<file path="config.mk">
export PLATFORM = sky130hd
export DESIGN_NAME = std_clock_gate_controller_flat
export DESIGN_NICKNAME = d
export VERILOG_FILES = /design/src/rtl/std_clock_gate_controller_pkg.sv /design/src/rtl/std_clock_gate_controller_if.sv /design/src/rtl/std_clock_gate_controller_gate.sv /design/src/rtl/std_clock_gate_controller.sv /design/src/flat_wrapper.sv
export SDC_FILE = /design/constraint.sdc
export NUM_CORES = 1
export LEC_CHECK = 0
export ABC_AREA = 1
export BUFFER_PORTS_ARGS = -buffer_cell sky130_fd_sc_hd__buf_2
export CORE_UTILIZATION = 25
export CTS_BUF_LIST = sky130_fd_sc_hd__clkbuf_4
export DETAILED_ROUTE_END_ITERATION = 16
export HOLD_SLACK_MARGIN = 0.05
export PLACE_DENSITY = 0.51
export SLEW_MARGIN = 20
export SYNTH_ARGS = -nofsm -noshare
export SYNTH_HDL_FRONTEND = slang
export SYNTH_HIERARCHICAL = 1
export SYNTH_SLANG_ARGS = --single-unit
</file>
<file path="constraint.sdc">
create_clock -name clk -period 1.2 [get_ports clk]
set_clock_uncertainty 0.05 [all_clocks]
set_input_delay 0.24 -clock clk [delete_from_list [all_inputs] [get_ports clk]]
set_output_delay 0.24 -clock clk [all_outputs]
set_load 0.005 [all_outputs]
</file>
<file path="src/rtl/std_clock_gate_controller_pkg.sv">
// Shared types and helpers for the gated-clock enable sequencer.
// Optional statistics outputs are built when STD_CLOCK_GATE_CONTROLLER_STATS_EN is defined.
package std_clock_gate_controller_pkg;

    typedef enum logic [1:0] {
        STD_CLOCK_GATE_OFF  = 2'd0,
        STD_CLOCK_GATE_WAKE = 2'd1,
        STD_CLOCK_GATE_ON   = 2'd2,
        STD_CLOCK_GATE_IDLE = 2'd3
    } std_clock_gate_state_t;

    localparam int STD_TECHNOLOGY_SIMULATION = 0;
    localparam int STD_TECHNOLOGY_ASIC       = 1;

    // Counter must hold the larger of the two delays minus one; never 0 bits.
    function automatic int cnt_width(input int wake_c, input int idle_c);
        int m;
        m = (wake_c > idle_c) ? wake_c : idle_c;
        return (m > 0) ? $clog2(m + 1) : 1;
    endfunction

endpackage

</file>
<file path="src/rtl/std_clock_gate_controller_if.sv">
// Request/status bundle between requesters and the clock gate sequencer.
// Master drives requests, slave (the controller) returns enable and status.
interface std_clock_gate_controller_if #(
    parameter int NUM_REQ = 2
);
    import std_clock_gate_controller_pkg::*;

    logic [NUM_REQ-1:0]    req;
    logic                  busy;
    logic                  force_on;
    logic                  clk_en;
    logic                  ready;
    std_clock_gate_state_t state_out;

    modport master (
        output req, busy, force_on,
        input  clk_en, ready, state_out
    );

    modport slave (
        input  req, busy, force_on,
        output clk_en, ready, state_out
    );

endinterface

</file>
<file path="src/rtl/std_clock_gate_controller_gate.sv">
// Glitch-free clock gate cell: enable is captured while the clock is low.
// TECHNOLOGY selects a latch model or a falling-edge flop implementation.
module std_clock_gate
    import std_clock_gate_controller_pkg::*;
#(
    parameter int TECHNOLOGY = STD_TECHNOLOGY_SIMULATION
) (
    input  logic clk_in,
    input  logic clk_en,
    output logic clk_out
);

    generate
        if (TECHNOLOGY == STD_TECHNOLOGY_SIMULATION) begin : g_latch
            logic en_lat;
            // Transparent while the clock is low so enable edges never chop a high phase.
            always_latch begin
                if (!clk_in) en_lat = clk_en;
            end
            assign clk_out = clk_in & en_lat;
        end else begin : g_flop
            logic en_q;
            // Falling-edge capture gives the same low-phase timing as the latch.
            always_ff @(negedge clk_in) begin
                en_q <= clk_en;
            end
            assign clk_out = clk_in & en_q;
        end
    endgenerate

endmodule

</file>
<file path="src/rtl/std_clock_gate_controller.sv">
// Sequences clock enable for a gated domain: wake delay, ready, idle hysteresis.
// Define STD_CLOCK_GATE_CONTROLLER_STATS_EN to add gated_cycles/wake_events counters.
module std_clock_gate_controller
    import std_clock_gate_controller_pkg::*;
#(
    parameter int NUM_REQ     = 2,
    parameter int WAKE_CYCLES = 2,
    parameter int IDLE_CYCLES = 8,
    parameter int TECHNOLOGY  = STD_TECHNOLOGY_SIMULATION
) (
    input  logic                        clk,
    input  logic                        rst,
    std_clock_gate_controller_if.slave  bus,
    output logic                        clk_gated
`ifdef STD_CLOCK_GATE_CONTROLLER_STATS_EN
    ,
    output logic [31:0]                 gated_cycles,
    output logic [15:0]                 wake_events
`endif
);

    localparam int CW = cnt_width(WAKE_CYCLES, IDLE_CYCLES);

    std_clock_gate_state_t state, state_n;
    logic [CW-1:0]         cnt, cnt_n;
    logic [NUM_REQ-1:0]    req_v;
    logic                  wake, keep;
    logic                  clk_en_q, ready_q;

    assign req_v = bus.req;
    assign wake  = (|req_v) | bus.force_on;
    assign keep  = wake | bus.busy;

    // Next-state and counter decode; keep always beats idle expiry.
    always_comb begin
        state_n = state;
        cnt_n   = cnt;
        unique case (state)
            STD_CLOCK_GATE_OFF: begin
                if (wake) begin
                    if (WAKE_CYCLES > 0) begin
                        state_n = STD_CLOCK_GATE_WAKE;
                        cnt_n   = CW'(WAKE_CYCLES - 1);
                    end else begin
                        state_n = STD_CLOCK_GATE_ON;
                    end
                end
            end
            STD_CLOCK_GATE_WAKE: begin
                if (cnt == '0) state_n = STD_CLOCK_GATE_ON;
                else           cnt_n   = cnt - CW'(1);
            end
            STD_CLOCK_GATE_ON: begin
                if (!keep) begin
                    if (IDLE_CYCLES > 0) begin
                        state_n = STD_CLOCK_GATE_IDLE;
                        cnt_n   = CW'(IDLE_CYCLES - 1);
                    end else begin
                        state_n = STD_CLOCK_GATE_OFF;
                    end
                end
            end
            STD_CLOCK_GATE_IDLE: begin
                if (keep)           state_n = STD_CLOCK_GATE_ON;
                else if (cnt == '0) state_n = STD_CLOCK_GATE_OFF;
                else                cnt_n   = cnt - CW'(1);
            end
            default: state_n = STD_CLOCK_GATE_OFF;
        endcase
    end

    // State, counter and the dedicated enable/ready flops.
    always_ff @(posedge clk or posedge rst) begin
        if (rst) begin
            state    <= STD_CLOCK_GATE_OFF;
            cnt      <= '0;
            clk_en_q <= 1'b0;
            ready_q  <= 1'b0;
        end else begin
            state    <= state_n;
            cnt      <= cnt_n;
            clk_en_q <= (state_n != STD_CLOCK_GATE_OFF);
            ready_q  <= (state_n == STD_CLOCK_GATE_ON) ||
                        (state_n == STD_CLOCK_GATE_IDLE);
        end
    end

    assign bus.clk_en    = clk_en_q;
    assign bus.ready     = ready_q;
    assign bus.state_out = state;

    std_clock_gate #(
        .TECHNOLOGY (TECHNOLOGY)
    ) u_gate (
        .clk_in  (clk),
        .clk_en  (clk_en_q),
        .clk_out (clk_gated)
    );

`ifdef STD_CLOCK_GATE_CONTROLLER_STATS_EN
    // Saturating counts of gated-off cycles and wake-ups from OFF.
    always_ff @(posedge clk or posedge rst) begin
        if (rst) begin
            gated_cycles <= '0;
            wake_events  <= '0;
        end else if (state == STD_CLOCK_GATE_OFF) begin
            if (gated_cycles != '1) gated_cycles <= gated_cycles + 32'd1;
            if (wake && (wake_events != '1)) wake_events <= wake_events + 16'd1;
        end
    end
`endif

endmodule
</file>
<file path="src/flat_wrapper.sv">
// flat-port wrapper written by rule: the top's interface ports become plain ports
module std_clock_gate_controller_flat import std_clock_gate_controller_pkg::*;
#(
    parameter int NUM_REQ     = 2,
    parameter int WAKE_CYCLES = 2,
    parameter int IDLE_CYCLES = 8,
    parameter int TECHNOLOGY  = STD_TECHNOLOGY_SIMULATION
)
  (clk, rst, clk_gated, bus_req, bus_busy, bus_force_on, bus_clk_en, bus_ready, bus_state_out);
  std_clock_gate_controller_if #(.NUM_REQ(NUM_REQ)) bus_i ();
  input  logic clk;
  input  logic rst;
  output logic clk_gated;
  input wire logic [$bits(bus_i.req)-1:0] bus_req;
  input wire logic [$bits(bus_i.busy)-1:0] bus_busy;
  input wire logic [$bits(bus_i.force_on)-1:0] bus_force_on;
  output wire logic [$bits(bus_i.clk_en)-1:0] bus_clk_en;
  output wire logic [$bits(bus_i.ready)-1:0] bus_ready;
  output wire logic [$bits(bus_i.state_out)-1:0] bus_state_out;
  assign bus_i.req = bus_req;
  assign bus_i.busy = bus_busy;
  assign bus_i.force_on = bus_force_on;
  assign bus_clk_en = bus_i.clk_en;
  assign bus_ready = bus_i.ready;
  assign bus_state_out = bus_i.state_out;
  std_clock_gate_controller #(.NUM_REQ(NUM_REQ), .WAKE_CYCLES(WAKE_CYCLES), .IDLE_CYCLES(IDLE_CYCLES), .TECHNOLOGY(TECHNOLOGY)) u_core (.clk(clk), .rst(rst), .bus(bus_i), .clk_gated(clk_gated));
endmodule
</file>
==> results of run 1 <==
critical path: cells and delay by family, from the launching register on:
family	cells	cell delay (ns)
simple gates	1	0.05
latches	1	0.39
buf+inv	2	0.14
power by group through the flow:
stage               clock network, mW  registers (mW)  logic, mW
global placement               0.0619           0.478      0.649
floorplan                      0.0342           0.493      0.396
global route                    0.510           0.498      0.946
detailed placement             0.0619           0.481      0.654
finish                          0.453           0.484      0.869
CTS                             0.477           0.481      0.790
area by class of cell:
type                    count  area (um^2)  share of cell area [%]
multi-input cells          41          288                    36.0
clock buffers               8         57.6                    7.20
repair buffers             19          143                    17.8
clock inverters             1         3.75                   0.469
inverters                  15         58.8                    7.36
flip-flops and latches      9          215                    26.9
well taps                  27         33.8                    4.23
how the worst max path moves through the flow:
stage | from | to | slack [ns] | cells after the start
6_report | u_core/u_gate/g_latch.en_lat | clk_gated | -0.64 | 3
5_1_grt | u_core/u_gate/g_latch.en_lat | clk_gated | -0.69 | 3
4_1_cts | u_core/u_gate/g_latch.en_lat | clk_gated | -0.65 | 3
3_5_place_dp | u_core/u_gate/g_latch.en_lat | clk_gated | -0.23 | 3
3_3_place_gp | u_core/u_gate/g_latch.en_lat | clk_gated | -0.23 | 3
2_1_floorplan | u_core/u_gate/g_latch.en_lat | clk_gated | -0.15 | 2
stage by stage:
stage,std cells,setup slack [ns],util [%]
floorplan,66,-0.150,-
global placement,109,-0.225,33.1
detailed placement,109,-0.228,33.1
CTS,120,-0.654,39.4
global route,120,-0.695,41.2
finish,120,-0.635,41.2
what timing repair did:
action                                 4_1_cts  5_1_grt
hold buffers                                 1        0
endpoints found under the hold margin        8        0
gates resized for setup                      9        7
setup endpoints to repair                   11       11
pin swaps                                    4        8
setup buffers                                3        0
cloned                                       0        0
registers in the layout, indices dropped and copies added, names as in the netlist:
| name | flops |
|---|---|
| u_core/bus.ready | 1 |
| u_core/bus.clk_en | 1 |
| u_core/cnt | 4 |
| u_core/u_gate/g_latch.en_lat | 1 |
| u_core/bus.state_out | 2 |
metal layers:
layer  vias to the layer above  track usage, %  share of wire, %
li1                        249               -                 -
met5                         -               0                 0
met4                         0            13.1              0.52
met3                         2            2.69               3.1
met1                       228            12.6                38
met2                         7            17.0                58
cell families (layout without fill, tap and decap cells):
group	Yosys count	after routing	share of synthesized area, %
latches	1	1	2.93
adder cells (fa/ha/maj)	1	1	2.44
AND/OR/NAND/NOR	37	37	40.2
buffers and inverters	16	43	11.7
flip-flops	8	8	39.0
AO/OA/AOI/OAI	3	3	3.66
cell usage after synthesis:
master / number
nand2_2: 2
inv_1: 10
dlxtn_1: 1
nand3_1: 5
o21ai_0: 1
a21oi_1: 1
nand2_1: 20
nand2_4: 2
o21ai_2: 1
dfrtp_1: 8
ha_1: 1
nor2_1: 2
nand3_2: 3
nor2_4: 3
inv_2: 6
==> flow_metrics.py, run 1 <==
metrics = {
    "placed_design": {
        "io_buffers": 10,
        "dpl.hpwl_um": 765,
        "place_area_um2": 642,
        "place_congestion": 0.800,
    },
    "floorplanning": {
        "core_um2": 1940,
        "std_cell_rows": 16,
        "start_util_pct": 26.4,
        "die_area_um2": 2240,
        "io-pin-count": 11,
        "die_h_um": 47.3,
        "die_w_um": 47.3,
    },
    "logic_synthesis": {
        "ys_ff_latch": 9,
        "synth_top_area_share_pct": 39.0,
        "yosysTopAreaCell": "dfrtp_1",
        "synth_area_per_cell_um2": 7.77,
        "yosysWarnings": 6,
        "ys_types": 15,
        "synthCells": 66,
        "synthTopCellsByArea": "dfrtp_1 (39%), nand2_1 (15%), inv_1 (7.3%)",
        "mappedNetlistNets": 73,
        "synth_area_um2": 513,
    },
    "detailed_routing": {
        "via_per_inst": 4.05,
        "drc_errors": 0,
        "firstDrtPassIters": 4,
        "ant_nets": 0,
        "drt-total-wl_mm": 1.16,
        "drt-wirelength-per-cell_um": 9.68,
        "drt_iter0_drc": 10,
        "vias": 486,
    },
    "power_and_ir_drop": {
        "pwr-share-clk_pct": 25.1,
        "comb_power_share_pct": 48.1,
        "switching_power_mw": 0.691,
        "power.total_mw": 1.81,
        "internal_power_mw": 1.11,
        "power-per-cell-area_nw_per_um2": 2260,
        "swShare_pct": 38.3,
        "power_leakage_nw": 0.407,
        "vdd_drop_max_mv": 1.22,
        "pwr-share-seq_pct": 26.8,
    },
    "grt": {
        "grt_pass1_wl_mm": 1.67,
        "antenna_found_initial": 0,
        "grt_pass1_vias": 461,
        "grt_max_degree": 9,
        "overflow": 0,
        "track_usage_pct": 11.5,
    },
    "critical_path": {
        "crit_required_ns": 0.91,
        "start_kind": "latch",
        "critPathArrivalTime_ns": 1.55,
        "endpoint_kind": "output pin",
        "worstSetupPathType": "latch -> out",
        "crit_fanout": 1,
        "reg2reg_slack_ns": -0.02,
        "crit_path_max_incr_delay_ns": 0.39,
        "r2r-start": "u_core/cnt[0]",
        "slowest_stage": "dlxtn_1",
        "crit_chain": "nand2_1, inv_1, buf_2",
        "r2r_cells": 7,
        "reg2reg_to": "u_core/bus.clk_en",
    },
    "min_path": {
        "hold_end": "u_core/bus.ready",
        "min_from": "bus_busy",
        "min_delay_path_depth": 5,
        "hold_path.class": "in -> reg",
    },
    "cells_and_area": {
        "most-common-layout-cells": "nand2_1 (20), buf_2 (8), inv_1 (8), dfrtp_1 (8)",
        "fin_nets": 101,
        "antennaDiodeCount": 0,
        "drive_above_1_share_pct": 54.8,
        "fill_cells": 205,
        "final_area_um2": 800,
        "final_common_cell": "nand2_1",
        "synthToLayoutAreaGrowth_pct": 55.9,
    },
    "flow_run": {
        "maxCapViolations": 0,
    },
    "timing": {
        "relSlewSlack_pct": 79.1,
        "whs_ns": 0.208,
        "fin_tns_setup_ns": -0.818,
        "setup_viol": 8,
        "drv_slew": 0,
        "rsz0062_at_grt": "true",
        "finalHoldViolCount": 0,
        "fin_ws_ns": -0.635,
        "tightest_slew_ns": 0.313,
    },
    "clocking": {
        "cts.clk_slew.worst_paths_ns": 0.06,
        "clock_latency_ns": 0.36,
        "cts_tree": "built",
    },
    "status": {
        "violations": "negative setup slack",
        "status": "finished, violations left",
    },
}
Power figures use the tool's default switching activity.
==> run 2: changes to the inputs <==
Settings changed: GPL_TIMING_DRIVEN from default to 0, PLACE_DENSITY 0.51 to 0.52, SYNTH_HIERARCHICAL 1 to default.
==> run 2 against run 1 <==
Effect of this change:
- the run still ends with negative setup slack left
- setup slack worse by 0.011 ns
- non-clock buffer count down 7
- first-iteration DRC count fell by 80%
- routed wire length shrank 21%
- sequential share of layout area increased by 5.3 points
- clock-buffer cell count decreased by 1
- critical path depth unchanged
- via count fell by 7.6%
- synthesized cell count is 1.5% lower
- critical endpoint unchanged
==> flow_metrics.py, run 2 <==
metrics = {
    "status": {
        "status": "finished, violations left",
        "violations": "negative setup slack",
    },
    "power_and_ir_drop": {
        "vdd_drop_max_mv": 1.20,
        "pwr-share-clk_pct": 23.0,
        "swShare_pct": 41.8,
        "pwr-share-seq_pct": 31.9,
        "comb_power_share_pct": 45.1,
        "switching_power_mw": 0.778,
        "power_leakage_nw": 0.367,
        "power-per-cell-area_nw_per_um2": 2780,
        "internal_power_mw": 1.08,
    },
    "logic_synthesis": {
        "synth_top_area_share_pct": 41.2,
        "synth_edf_count": 0,
        "yosysWarnings": 0,
        "synth_commonest_cells": "nand2_1 (23), inv_1 (11), dfrtp_1 (8), nand3_1 (5)",
        "synthCells": 65,
        "ys_types": 14,
        "synth_area_per_cell_um2": 7.47,
        "synthTopCellsByArea": "dfrtp_1 (41%), nand2_1 (18%), inv_1 (8.5%)",
        "yosysMostFrequentCell": "nand2_1",
        "mappedNetlistNets": 72,
        "ys_async_sr_fraction_pct": 88.9,
        "yosysTopAreaCell": "dfrtp_1",
        "ys_ff_latch": 9,
        "synth_ff_type": "dfrtp_1",
        "synth_area_um2": 485,
    },
    "placed_design": {
        "dpl.hpwl_um": 696,
        "place_congestion": 0.719,
        "dp_cells": 100,
        "place_area_um2": 567,
        "io_buffers": 10,
    },
    "cells_and_area": {
        "largest-register": "u_core.cnt",
        "layout.cells.non_filler": 110,
        "antennaDiodeCount": 0,
        "fin_nets": 93,
        "fin_util_pct": 37.9,
        "drive_above_1_share_pct": 38.8,
        "largest_reg_flops": 4,
        "final_common_cell": "nand2_1",
        "synthToLayoutAreaGrowth_pct": 37.6,
        "final_area_um2": 668,
        "most-common-layout-cells": "nand2_1 (23), inv_1 (10), buf_2 (10)",
    },
    "grt": {
        "overflow": 0,
        "grt_max_degree": 9,
        "grt_pass1_wl_mm": 1.68,
        "track_usage_pct": 12.2,
        "grt_pass1_vias": 433,
        "antenna_found_initial": 0,
    },
    "floorplanning": {
        "die_h_um": 46.1,
        "std_cell_rows": 15,
        "core_um2": 1760,
        "start_util_pct": 27.5,
        "die_w_um": 46.1,
        "die_area_um2": 2120,
        "io-pin-count": 11,
    },
    "critical_path": {
        "crit_fanout": 1,
        "path_buf_inv": 2,
        "crit_family": "latches",
        "crit_required_ns": 0.91,
        "start_kind": "latch",
        "worstSetupPathType": "latch -> out",
        "critPathArrivalTime_ns": 1.56,
        "crit_chain": "nand2_1, inv_1, buf_2",
        "endpoint_kind": "output pin",
        "crit_path_max_incr_delay_ns": 0.39,
        "slowest_stage": "dlxtn_1",
    },
    "detailed_routing": {
        "drc_errors": 0,
        "drt_iter0_drc": 2,
        "ant_nets": 0,
        "vias": 449,
        "firstDrtPassIters": 4,
        "drt-wirelength-per-cell_um": 8.35,
        "drt-total-wl_um": 919,
        "via_per_inst": 4.08,
    },
    "timing": {
        "rsz0062_at_grt": "true",
        "fin_ws_ns": -0.646,
        "relSlewSlack_pct": 81.1,
        "whs_ns": 0.171,
        "finalHoldViolCount": 0,
        "drv_slew": 0,
        "tightest_slew_ns": 0.283,
        "setup_viol": 4,
    },
    "min_path": {
        "hold_path.class": "in -> reg",
    },
    "flow_run": {
        "maxCapViolations": 0,
    },
    "clocking": {
        "clock_latency_ns": 0.37,
        "cts.clk_slew.worst_paths_ns": 0.07,
        "cts_tree": "built",
    },
}
## run 2: timing repair
action                                  4_1_cts  5_1_grt
hold endpoints to repair                      8        0
resized for setup                             4        2
setup buffers                                 2        0
gates cloned                                  0        0
endpoints found under the setup margin       11       11
hold buffers                                  1        0
pin swaps                                     2        0
## run 2: routing by layer
metal	part of all wire [%]	vias up	global-route usage, %
met5	0	-	0
met4	0	0	3.53
met2	50	13	15.8
met1	45	202	14.4
met3	5.0	0	11.0
li1	-	234	-
## run 2: worst min-delay path, cell delays in order
cell and delay, ns:
buf_2 0.08, inv_1 0.04, nand3_2 0.08, o21bai_2 0.07
nand2_1 0.05
## run 2: kinds of logic after synthesis
kind of cell,after synthesis,synth area share (%)
AO/OA/AOI/OAI,2,2.58
adder cells (fa/ha/maj),1,2.58
buffers and inverters,13,10.1
flip-flops,8,41.2
latches,1,3.09
AND/OR/NAND/NOR,40,40.5
## run 2: worst paths after layout
kind | cells after the start | to | start | slack (ns)
setup / recovery | 3 | clk_gated | u_core.u_gate.g_latch.en_lat | -0.65
hold / removal | 5 | u_core.bus.state_out[1] | bus_busy | 0.17
setup reg to reg | 7 | u_core.cnt[1] | u_core.cnt[0] | 0.03
hold reg to reg | 0 | u_core.u_gate.g_latch.en_lat | u_core.bus.clk_en | 0.43
max in group asynchronous | 3 | u_core.cnt[1] | rst | 0.58
min in group asynchronous | 3 | u_core.cnt[0] | rst | 0.29
## run 2: cell type report
class	count	area, um^2
well taps	25	31.3
fillers	207	1100
inverters	12	45.0
repair buffers	12	70.1
multi-input cells	43	248
clock buffers	7	50.0
flip-flops and latches	9	215
clock inverters	2	8.76
## run 2: through the flow
| step | TNS (ns) | total power [mW] | setup slack [ns] |
|---|---|---|---|
| global route | -1.27 | 2.08 | -0.708 |
| CTS | -0.855 | 1.87 | -0.668 |
| detailed placement | -0.791 | 1.36 | -0.228 |
| floorplan | -0.150 | 1.13 | -0.150 |
| global placement | -0.748 | 1.35 | -0.223 |
| finish | -0.787 | 1.86 | -0.646 |
## run 2: power groups by stage
stage               Clock (mW)  Sequential, mW  Combinational, mW
floorplan               0.0319           0.570              0.531
global placement        0.0582           0.596              0.698
detailed placement      0.0582           0.598              0.702
CTS                      0.448           0.592              0.833
global route             0.484           0.621              0.977
finish                   0.428           0.593              0.839
==> run 3: changes to the inputs <==
Settings changed: CORE_AREA from default to 2 2 39 41, CORE_UTILIZATION 25 to default, DIE_AREA from default to 0 0 41 43, PLACE_DENSITY 0.52 to 0.67, RECOVER_POWER from default to 100.
==> run 3 against run 2 <==
Effect of this change:
- the run still ends with negative setup slack left
- via count is 5.8% higher
- register-to-register slack worse by 0.09 ns
- cell count fell by 6.4%
- largest cell class unchanged
==> flow_metrics.py, run 3 (synthesized netlist as in run 2, its figures left out) <==
metrics = {
    "status": {
        "status": "finished, violations left",
        "violations": "negative setup slack",
    },
    "timing": {
        "finalHoldViolCount": 0,
        "relSlewSlack_pct": 80.6,
        "drv_slew": 0,
        "fin_ws_ns": -0.647,
        "tightest_slew_ns": 0.291,
        "whs_ns": 0.180,
        "rsz0062_at_grt": "true",
        "setup_viol": 8,
    },
    "critical_path": {
        "crit_chain": "nand2_1, inv_1, buf_2",
        "crit_fanout": 1,
        "critPathArrivalTime_ns": 1.56,
        "worstSetupPathType": "latch -> out",
        "crit_family": "latches",
        "path_buf_inv": 2,
        "reg2reg_slack_ns": -0.06,
        "crit_required_ns": 0.91,
        "start_kind": "latch",
        "crit_path_max_incr_delay_ns": 0.39,
        "slowest_stage": "dlxtn_1",
        "endpoint_kind": "output pin",
    },
    "power_and_ir_drop": {
        "power-per-cell-area_nw_per_um2": 2910,
        "vdd_drop_max_mv": 1.28,
        "power_leakage_nw": 0.385,
        "switching_power_mw": 0.860,
        "comb_power_share_pct": 49.2,
        "pwr-share-seq_pct": 29.3,
        "internal_power_mw": 1.21,
        "pwr-share-clk_pct": 21.5,
        "swShare_pct": 41.6,
    },
    "cells_and_area": {
        "most-common-layout-cells": "nand2_1 (22), inv_1 (9), buf_2 (9)",
        "synthToLayoutAreaGrowth_pct": 46.1,
        "final_area_um2": 709,
        "final_common_cell": "nand2_1",
        "fin_util_pct": 51.3,
        "antennaDiodeCount": 0,
        "largest-register": "u_core.cnt",
        "fin_nets": 95,
        "largest_reg_flops": 4,
        "fill_cells": 139,
        "drive_above_1_share_pct": 44.8,
    },
    "grt": {
        "track_usage_pct": 16.1,
        "overflow": 0,
        "grt_pass1_wl_mm": 1.79,
        "grt_max_degree": 9,
        "grt_pass1_vias": 470,
        "antenna_found_initial": 0,
    },
    "clocking": {
        "clock_latency_ns": 0.37,
        "cts_tree": "built",
        "cts.clk_slew.worst_paths_ns": 0.05,
    },
    "detailed_routing": {
        "firstDrtPassIters": 4,
        "wl_met3_um": 58,
        "top_layer": "met4",
        "drc_errors": 0,
        "via_per_inst": 4.61,
        "met2_length_um": 580,
        "drt_iter0_drc": 5,
        "drt-wirelength-per-cell_um": 10.3,
        "ant_nets": 0,
        "wl_met1_um": 406,
        "vias": 475,
        "drt-total-wl_mm": 1.06,
    },
    "floorplanning": {
        "start_util_pct": 35.1,
        "die_area_um2": 1760,
        "io-pin-count": 11,
        "die_h_um": 43,
        "std_cell_rows": 14,
        "die_w_um": 41,
        "core_um2": 1380,
    },
    "placed_design": {
        "place_congestion": 0.828,
        "place_area_um2": 556,
        "io_buffers": 10,
        "dpl.hpwl_um": 679,
    },
    "flow_run": {
        "maxCapViolations": 0,
    },
    "min_path": {
        "hold_path.class": "in -> reg",
    },
}
-- run 3: final timing paths --
path | start | to | cells past startpoint
hold / removal | bus_force_on | u_core.bus.clk_en | 5
hold reg to reg | u_core.bus.clk_en | u_core.u_gate.g_latch.en_lat | 0
setup reg to reg | u_core.bus.state_out[0] | u_core.cnt[2] | 6
min in group asynchronous | rst | u_core.cnt[2] | 3
max in group asynchronous | rst | u_core.bus.state_out[1] | 3
setup / recovery | u_core.u_gate.g_latch.en_lat | clk_gated | 3
-- run 3: layout make-up --
cell class              count  area [um^2]  share of cell area (%)
flip-flops and latches      9          216                    30.5
inverters                  12         45.0                    6.35
clock buffers               8         57.6                    8.11
clock inverters             1         3.75                   0.529
repair buffers             14         91.3                    12.9
multi-input cells          43          275                    38.8
well taps                  16         20.0                    2.82
-- run 3: worst register-to-register path, delay by kind of cell (launching register included) --
| kind | cells | cell delay (ns) |
|---|---|---|
| simple gates | 5 | 0.58 |
| buf+inv | 1 | 0.05 |
| flops | 1 | 0.47 |
-- run 3: through the flow --
step / setup TNS, ns / setup slack, ns / std cells / power, mW
detailed placement: -0.808 / -0.224 / 91 / 1.36
global route: -1.60 / -0.687 / 103 / 2.27
floorplan: -0.150 / -0.150 / 65 / 1.13
finish: -0.943 / -0.647 / 103 / 2.07
global placement: -0.630 / -0.223 / 91 / 1.33
CTS: -0.810 / -0.666 / 101 / 1.90
-- run 3: metal layers --
layer / vias up / GRT usage [%]
met4: 0 / 9.33
met5: - / 0
met1: 225 / 17.2
li1: 237 / -
met3: 2 / 9.42
met2: 11 / 23.4
-- run 3: power by group through the flow --
| stage | sequential (mW) | combinational (mW) | clock [mW] |
|---|---|---|---|
| after CTS | 0.594 | 0.849 | 0.462 |
| final | 0.605 | 1.02 | 0.445 |
| after detailed placement | 0.601 | 0.704 | 0.0582 |
| after global placement | 0.596 | 0.679 | 0.0582 |
| after floorplan | 0.570 | 0.531 | 0.0319 |
| after global routing | 0.632 | 1.15 | 0.488 |
-- run 3: what timing repair did --
| action | CTS | global route |
|---|---|---|
| setup buffers | 2 | 2 |
| endpoints found under the hold margin | 8 | 0 |
| gates resized for setup | 5 | 10 |
| setup endpoints to repair | 11 | 11 |
| pin swaps | 1 | 4 |
| hold buffers | 1 | 0 |
